===== src/rtl/smallmul_seq_pkg.sv =====
// smallmul_seq_pkg: FSM states, default parameters and carry sizing for the constant multiplier
package smallmul_seq_pkg;
    localparam int DEF_DIGIT_WIDTH = 3;
    localparam int DEF_NB_DIGITS = 8;
    localparam int DEF_MULT_VALUE = 5;
    typedef enum logic [1:0] {ST_IDLE = 2'd0, ST_BUSY = 2'd1, ST_DONE = 2'd2} state_t;
    function automatic int carry_bits(input int m);
        return $clog2(m);
    endfunction
endpackage


===== src/rtl/smallmul_seq_if.sv =====
// smallmul_seq_if: operand-in / product-out valid-ready handshake bundle
interface smallmul_seq_if #(
    parameter int DATA_W = 24,
    parameter int CARRY_W = 3
);
    logic in_valid;
    logic in_ready;
    logic [DATA_W-1:0] in_data;
    logic out_valid;
    logic out_ready;
    logic [DATA_W+CARRY_W-1:0] out_data;
    modport master (output in_valid, in_data, out_ready, input in_ready, out_valid, out_data);
    modport slave (input in_valid, in_data, out_ready, output in_ready, out_valid, out_data);
endinterface


===== src/rtl/smallmul_seq_lut.sv =====
// smallmul_seq_lut: per-digit digit*MULT_VALUE + carry, split into product digit and carry out
module smallmul_seq_lut #(
    parameter int DIGIT_WIDTH = 3,
    parameter int MULT_VALUE = 5,
    parameter int CARRY_WIDTH = 3
) (
    input  logic [DIGIT_WIDTH-1:0] digit,
    input  logic [CARRY_WIDTH-1:0] carry_in,
    output logic [DIGIT_WIDTH-1:0] product_digit,
    output logic [CARRY_WIDTH-1:0] carry_out
);
    localparam int PW = DIGIT_WIDTH + CARRY_WIDTH;
    logic [PW-1:0] prod;
    // the sum never exceeds 2^D*M-1, so the carry always fits CARRY_WIDTH
    assign prod = PW'(digit) * PW'(MULT_VALUE) + PW'(carry_in);
    assign {carry_out, product_digit} = prod;
endmodule


===== src/rtl/smallmul_seq.sv =====
// smallmul_seq: digit-serial (LSB first) multiplier of a wide operand by a small constant
module smallmul_seq
    import smallmul_seq_pkg::*;
#(
    parameter int DIGIT_WIDTH = DEF_DIGIT_WIDTH,
    parameter int NB_DIGITS = DEF_NB_DIGITS,
    parameter int MULT_VALUE = DEF_MULT_VALUE,
    parameter int CARRY_WIDTH = carry_bits(MULT_VALUE)
) (
    input logic clk,
    input logic rst,
    smallmul_seq_if.slave bus
);
    localparam int W = NB_DIGITS * DIGIT_WIDTH;
    localparam int CNT_W = $clog2(NB_DIGITS) + 1;
    if (MULT_VALUE < 2 || CARRY_WIDTH > DIGIT_WIDTH) begin : g_bad_params
        $error("smallmul_seq: MULT_VALUE must be >= 2 and CARRY_WIDTH <= DIGIT_WIDTH");
    end
    state_t state, state_n;
    logic [W-1:0] opnd, res;
    logic [CARRY_WIDTH-1:0] carry, carry_n;
    logic [DIGIT_WIDTH-1:0] pdigit;
    logic [CNT_W-1:0] cnt;
    logic last;
    assign last = cnt == CNT_W'(NB_DIGITS - 1);
    assign bus.out_data = {carry, res};
    smallmul_seq_lut #(
        .DIGIT_WIDTH(DIGIT_WIDTH),
        .MULT_VALUE(MULT_VALUE),
        .CARRY_WIDTH(CARRY_WIDTH)
    ) u_lut (
        .digit(opnd[DIGIT_WIDTH-1:0]),
        .carry_in(carry),
        .product_digit(pdigit),
        .carry_out(carry_n)
    );
    // state register
    always_ff @(posedge clk or posedge rst) begin
        if (rst) state <= ST_IDLE;
        else state <= state_n;
    end
    // next state and handshake outputs
    always_comb begin
        state_n = state;
        bus.in_ready = state == ST_IDLE;
        bus.out_valid = state == ST_DONE;
        case (state)
            ST_IDLE: if (bus.in_valid) state_n = ST_BUSY;
            ST_BUSY: if (last) state_n = ST_DONE;
            ST_DONE: if (bus.out_ready) state_n = ST_IDLE;
            default: state_n = ST_IDLE;
        endcase
    end
    // operand/result shift registers, carry and digit counter; product digits enter from the MSB side
    always_ff @(posedge clk or posedge rst) begin
        if (rst) begin
            opnd <= '0;
            res <= '0;
            carry <= '0;
            cnt <= '0;
        end else if (state == ST_IDLE && bus.in_valid) begin
            opnd <= bus.in_data;
            res <= '0;
            carry <= '0;
            cnt <= '0;
        end else if (state == ST_BUSY) begin
            opnd <= opnd >> DIGIT_WIDTH;
            res <= (res >> DIGIT_WIDTH) | (W'(pdigit) << (W - DIGIT_WIDTH));
            carry <= carry_n;
            cnt <= cnt + CNT_W'(1);
        end
    end
endmodule


===== src/flat_wrapper.sv =====
// flat-port wrapper written by rule: the top's interface ports become plain ports
module smallmul_seq_flat import smallmul_seq_pkg::*;
#(
    parameter int DIGIT_WIDTH = DEF_DIGIT_WIDTH,
    parameter int NB_DIGITS = DEF_NB_DIGITS,
    parameter int MULT_VALUE = DEF_MULT_VALUE,
    parameter int CARRY_WIDTH = carry_bits(MULT_VALUE)
)
  (clk, rst, bus_in_valid, bus_in_data, bus_out_ready, bus_in_ready, bus_out_valid, bus_out_data);
  smallmul_seq_if #(.DATA_W(24), .CARRY_W(3)) bus_i ();
  input logic clk;
  input logic rst;
  input wire logic [$bits(bus_i.in_valid)-1:0] bus_in_valid;
  input wire logic [$bits(bus_i.in_data)-1:0] bus_in_data;
  input wire logic [$bits(bus_i.out_ready)-1:0] bus_out_ready;
  output wire logic [$bits(bus_i.in_ready)-1:0] bus_in_ready;
  output wire logic [$bits(bus_i.out_valid)-1:0] bus_out_valid;
  output wire logic [$bits(bus_i.out_data)-1:0] bus_out_data;
  assign bus_i.in_valid = bus_in_valid;
  assign bus_i.in_data = bus_in_data;
  assign bus_i.out_ready = bus_out_ready;
  assign bus_in_ready = bus_i.in_ready;
  assign bus_out_valid = bus_i.out_valid;
  assign bus_out_data = bus_i.out_data;
  smallmul_seq #(.DIGIT_WIDTH(DIGIT_WIDTH), .NB_DIGITS(NB_DIGITS), .MULT_VALUE(MULT_VALUE), .CARRY_WIDTH(CARRY_WIDTH)) u_core (.clk(clk), .rst(rst), .bus(bus_i));
endmodule

===== config.mk =====
export PLATFORM = sky130hd
export DESIGN_NAME = smallmul_seq_flat
export DESIGN_NICKNAME = d
export VERILOG_FILES = /design/src/rtl/smallmul_seq_pkg.sv /design/src/rtl/smallmul_seq_if.sv /design/src/rtl/smallmul_seq_lut.sv /design/src/rtl/smallmul_seq.sv /design/src/flat_wrapper.sv
export SDC_FILE = /design/constraint.sdc
export NUM_CORES = 1
export LEC_CHECK = 0
export CAP_MARGIN = 0
export CORE_MARGIN = 2
export CORE_UTILIZATION = 45
export DETAILED_ROUTE_END_ITERATION = 6
export DONT_BUFFER_PORTS = 1
export SYNTH_ARGS = -nofsm -noshare
export SYNTH_HDL_FRONTEND = slang
export SYNTH_SLANG_ARGS = --single-unit
export TNS_END_PERCENT = 10

===== constraint.sdc =====
create_clock -name clk -period 5.8 [get_ports clk]
set_input_delay 1.16 -clock clk [delete_from_list [all_inputs] [get_ports clk]]
set_output_delay 1.16 -clock clk [all_outputs]
set_load 0.01 [all_outputs]

==> reports/metrics.yaml, run 1 <==
diodes: 0
dpl.hpwl_mm: 3.27
drc: 0
cts_root_buffer: "clkbuf_8"
start_util_pct: 45.7
drv_cap: 0
drt_first_pass_iters: 4
status: "finished clean"
grt_pass1_wl_mm: 9.10
viasPerCell: 5.78
die-area_sq_mm: 0.00658
use_met3_pct: 7.11
min_path_type: "reg2reg"
num_rows: 28
place.gp.congestion: 0.775
cts_num_sinks: 57
cellLeakagePower_nw: 1.42
crit_fanout: 32
fin_crit_ns: 2.46
setup_tns_ns: 0
powerDensity_mw_per_mm2: 538
grt_max_degree: 58
design_area_sq_mm: 0.00293
die_w_um: 81.1
post_cts.repair.setup_buffers: 0
fin_crit_sh_pct: 42.3
grt_antenna_before_repair: 0
fin_nets: 282
clock.fmax_mhz: 407
cts.path.max_buffers: 2
port_buffers: 0
synth-seq-area-share_pct: 53.3
drt_wl_total_mm: 5.55
use_met2_pct: 26.5
io_pins: 57
nFillCells: 539
max_slew_margin_pct: 28.9
critPathRequiredTime_ns: 4.64
finalHoldViolations: 0
clkTransAtPathRegs_ns: 0.06
synth.net_count: 285
place_area_sq_mm: 0.00272
crit_type: "reg2out"
cts-resized-gates: 0
overflow: 0
cts_max_level: 3
grt_pass1_vias: 1833
die_h_um: 81.1
crit_arrival_ns: 1.30
grt_usage_pct: 18.2
synth_cell_types: 24
start_kind: "flop"
insertion_delay_ns: 0.33
synth_seq_cells: 57
synth_area_sq_mm: 0.00268
endpoint_kind: "output port"
routed-via-count: 1862
grt_use_met1_pct: 23.9
tritoncts: "built"
layout-drive-gt1-share_pct: 9.72
tightest_slew_ns: 1.06
top_usage_layer: "met2"
ant_nets: 0
synth_area_per_cell_sq_um: 10.9
core_sq_mm: 0.00585
fin_worst_skew_ns: 0.00373
synth_cells: 246
ir_drop_mv: 0.229
post_drt_wl_per_cell_um: 17.2
cts_inserted_buffers: 9
rsz0062_at_grt: "no"
ctsHoldBuffers: 0
synth_warnings: 0
setup_viol: 0
syn_to_final_growth_pct: 9.58
drt_iter0_markers: 140
slew_violations: 0
## sequential cells by signal, indices dropped and copies added (netlist names)
signal	cells
u_core.cnt	4
u_core.state	2
u_core.res	24
u_core.opnd	24
u_core.carry	3
## cell type report
cell class                      count  area, sq um  share of cell area [%]
Multi-Input combinational cell    164         1140                    38.8
Inverter                            6         22.5                   0.768
Clock inverter                      2         35.0                    1.19
Timing Repair Buffer                5         37.5                    1.28
Clock buffer                       13          179                    6.10
Tap cell                           75         93.8                    3.20
Sequential cell                    57         1430                    48.6
## worst max-delay path, stage by stage (launching register included)
cell and delay, ns:
dfrtp_1 0.32, buf_4 0.33, nor2b_1 0.33
## kinds of logic after synthesis
logic type / after synthesis / synth area share [%]
adders and majority gates: 11 / 5.42
and+or+nand+nor: 42 / 9.30
muxes: 1 / 0.421
xor gates and xnor gates: 2 / 0.655
AOI/OAI and AO/OA: 108 / 26.3
buffers and inverters: 25 / 4.58
DFF: 57 / 53.3
## power breakdown
group	leakage, nW	switching [mW]	total, mW	internal [mW]
Sequential	0.748	0.167	0.718	0.552
Clock	0.112	0.152	0.394	0.242
Combinational	0.557	0.248	0.466	0.218
Total	1.42	0.566	1.58	1.01
## stage by stage
step | hold WS (ns) | std cells | power, mW | utilization [%] | setup slack [ns]
after floorplan | 0.466 | 246 | 1.09 | - | 3.24
after global placement | 0.494 | 307 | 1.18 | 46.5 | 3.67
after detailed placement | 0.502 | 307 | 1.20 | 46.5 | 3.55
after CTS | 0.516 | 322 | 1.60 | 50.1 | 3.33
after global routing | 0.546 | 322 | 1.70 | 50.1 | 3.23
final | 0.513 | 322 | 1.58 | 50.1 | 3.34
## layer usage
layer	share of wire, %	vias to the layer above
li1	-	882
met1	46	916
met2	45	55
met3	7.5	9
met4	1.7	0
met5	0	-
## cell usage after synthesis, drive strengths merged
library cell  instances  share of area [%]
nor3                  1               0.19
nand3                 1               0.19
clkbuf                5               0.70
a21o                  3               0.84
inv                   6               0.84
ha                   10                4.7
nand2b                1               0.23
fa                    1               0.75
dfrtp                57                 53
a21oi                27                5.0
mux2                  1               0.42
o21bai                1               0.28
nor2                  3               0.42
and2b                15                4.2
nor2b                12                2.8
buf                  14                3.0
nand2                 9                1.3
a22oi                21                5.9
o21ai                29                5.4
a22o                 27                8.8
xor2                  2               0.65
## cells in the final DEF, fill, tap and decap left out, types with 2 or more instances in the layout
| master | netlist | routed |
|---|---|---|
| dfrtp_1 | 57 | 57 |
| a21oi_1 | 27 | 27 |
| a22o_1 | 27 | 27 |
| a22oi_1 | 21 | 21 |
| o21ai_0 | 16 | 16 |
| and2b_1 | 15 | 15 |
| o21ai_1 | 13 | 13 |
| clkbuf_8 | 0 | 13 |
| nor2b_1 | 12 | 11 |
| ha_1 | 10 | 10 |
| nand2_1 | 9 | 9 |
| inv_1 | 6 | 5 |
| buf_4 | 2 | 5 |
| a21o_1 | 3 | 3 |
| nor2_1 | 3 | 3 |
| xor2_1 | 2 | 2 |
## final timing paths
kind	startpoint	end	slack, ns	cells after the start
max	u_core.state[1]	bus_out_valid	3.34	2
min	u_core.opnd[22]	u_core.opnd[22]	0.51	2
max reg2reg	u_core.opnd[0]	u_core.carry[2]	3.80	8
min reg2reg	u_core.opnd[22]	u_core.opnd[22]	0.51	2
max in group asynchronous	rst	u_core.opnd[10]	4.39	2
min in group asynchronous	rst	u_core.cnt[3]	0.91	2
(Power assumes the default switching activity.)
==> run 2: changes to the inputs <==
==> constraint.sdc (replaced) <==
create_clock -name clk -period 2.1 [get_ports clk]
set_input_delay 0.42 -clock clk [delete_from_list [all_inputs] [get_ports clk]]
set_output_delay 0.42 -clock clk [all_outputs]
set_load 0.01 [all_outputs]
==> reports/metrics.yaml, run 2 (same netlist as run 1, synthesis figures left out) <==
status: "finished clean"  # unchanged
tightest_slew_ns: 0.531  # was 1.06 ns
routed-via-count: 1880  # was 1862
num_rows: 28  # unchanged
tritoncts: "built"  # unchanged
fin_crit_ns: 1.96
clkTransAtPathRegs_ns: 0.07  # was 0.06 ns
die_w_um: 81.1  # unchanged
fin_cells: 328  # was 322
combPwrFrac_pct: 30.4  # was 29.5%
fin_worst_skew_ns: 0.00720  # was 0.00373 ns
min_path_type: "in2async"  # was reg2reg
cellLeakagePower_nw: 1.44  # was 1.42 nW
use_met2_pct: 27.6  # was 26.5%
cts_inserted_buffers: 9  # unchanged
ir_drop_mv: 0.700  # was 0.229 mV
grt_antenna_before_repair: 0  # unchanged
final_common_cell: "dfrtp_1"  # unchanged
power.share.sequential_pct: 45.0  # was 45.5%
ctsHoldBuffers: 0  # unchanged
crit_fanout: 3  # was 32
top_usage_layer: "met2"  # unchanged
io_pins: 57  # unchanged
reg2reg_depth: 7  # was 8
cts_num_sinks: 57  # unchanged
critPathRequiredTime_ns: 2.31  # was 4.64 ns
clock.fmax_mhz: 509
final_cell_mix: "dfrtp_1 (57), a21oi_1 (27), a22o_1 (27)"  # unchanged
die-area_sq_mm: 0.00658  # unchanged
use_met3_pct: 9.89  # was 7.11%
grt_pass1_wl_mm: 9.10  # unchanged
cts_root_buffer: "clkbuf_8"  # unchanged
cts_max_level: 3  # unchanged
drt_wl_total_mm: 5.60  # was 5.55 mm
dp_cells: 310  # was 307
viasPerCell: 5.73  # was 5.78
max_slew_margin_pct: 64.6  # was 28.9%
power.net_switching_mw: 1.60  # was 566 uW
place.gp.congestion: 0.773  # was 0.775
core_sq_mm: 0.00585  # unchanged
cts.path.max_buffers: 2  # unchanged
ant_nets: 0  # unchanged
diodes: 0  # unchanged
post_cts.repair.setup_buffers: 0  # unchanged
cts-resized-gates: 0  # unchanged
rsz0062_at_grt: "no"  # unchanged
start_kind: "flop"  # unchanged
drt_first_pass_iters: 4  # unchanged
dpl.hpwl_mm: 3.53  # was 3.27 mm
internal_power_mw: 2.84  # was 1.01 mW
grt_pass1_vias: 1816  # was 1833
clkPwrFrac_pct: 24.6  # was 25.0%
insertion_delay_ns: 0.33  # about the same
overflow: 0  # unchanged
reg_top3: "u_core.opnd (24), u_core.res (24), u_core.cnt (4)"  # unchanged
drv_cap: 0  # unchanged
grt_max_degree: 35  # was 58
port_buffers: 0  # unchanged
endpoint_kind: "flop"  # was output port
drc: 0  # unchanged
r2r_end: "u_core.carry[1]"  # was u_core.carry[2]
fin_nets: 287  # was 282
layout-drive-gt1-share_pct: 11.5  # was 9.72%
fin_crit_sh_pct: 93.5
crit_arrival_ns: 2.17  # was 1.30 ns
start_util_pct: 45.7  # unchanged
drt_iter0_markers: 66  # was 140
reg2reg_from: "u_core.opnd[2]"  # was u_core.opnd[0]
setup_tns_ns: 0  # unchanged
setup_viol: 0  # unchanged
post_drt_wl_per_cell_um: 17.1  # was 17.2 um
worst-r2r-setup-slack_ns: 0.14  # was 3.80 ns
die_h_um: 81.1  # unchanged
syn_to_final_growth_pct: 11.3  # was 9.58%
slew_violations: 0  # unchanged
grt_use_met1_pct: 23.3  # was 23.9%
grt_usage_pct: 18.4  # was 18.2%
powerDensity_mw_per_mm2: 1490  # was 538 mW/mm^2
final_util_pct: 50.9  # was 50.1%
finalHoldViolations: 0  # unchanged
crit_type: "reg2reg"  # was reg2out
swShare_pct: 36.0  # was 35.9%
## run 2: power by group through the flow
stage                     clock (mW)  combinational, mW  sequential (mW)
after global placement             0               1.29             2.02
after CTS                       1.12               1.32             2.02
final                           1.09               1.35             2.00
after floorplan                    0               1.11             1.90
after global routing            1.19               1.53             2.07
after detailed placement           0               1.32             2.03
## run 2: through the flow
| stage | setup WS, ns | power, mW | instance area (sq um) | hold WS, ns |
|---|---|---|---|---|
| 6_report | 0.137 | 4.44 | 2980 | 0.00723 |
| 5_1_grt | 0.0154 | 4.79 | 2980 | 0.0411 |
| 4_1_cts | 0.0910 | 4.46 | 2960 | 0.0158 |
| 3_5_place_dp | 0.115 | 3.35 | 2750 | 0.382 |
| 3_3_place_gp | 0.144 | 3.31 | 2750 | 0.387 |
| 2_1_floorplan | 0.218 | 3.01 | 2680 | 0.466 |
## run 2: routing by layer
| metal | part of all wire, % | wire (um) |
|---|---|---|
| met1 | 47 | 2640 |
| met2 | 45 | 2510 |
| met3 | 7.5 | 420 |
| met4 | 0.54 | 30 |
| met5 | 0 | 0 |
## run 2: worst max path at each step
stage          depth (start not counted)           start  slack, ns               to
2_1_floorplan                          7  u_core.opnd[0]       0.22  u_core.carry[1]
3_3_place_gp                           7  u_core.opnd[0]       0.14  u_core.carry[1]
3_5_place_dp                           7  u_core.opnd[0]       0.12  u_core.carry[1]
4_1_cts                                8  u_core.opnd[0]       0.09  u_core.carry[2]
5_1_grt                                8  u_core.opnd[2]       0.02  u_core.carry[2]
6_report                               7  u_core.opnd[2]       0.14  u_core.carry[1]
## run 2: cell type report
cell class / instances / area, sq um
fillers: 515 / 2870
flip-flops and latches: 57 / 1430
multi-input cells: 164 / 1140
clock buffers: 10 / 128
well taps: 75 / 93.8
repair buffers: 10 / 87.6
clock inverters: 6 / 82.6
inverters: 6 / 22.5
## run 2: worst max-delay path: stages, from the launching register on
cell and delay, ns:
dfrtp_1 0.40, ha_1 0.28, ha_1 0.31, ha_1 0.31
a21o_1 0.15, a21oi_1 0.16, xor2_1 0.14, o21ai_0 0.08
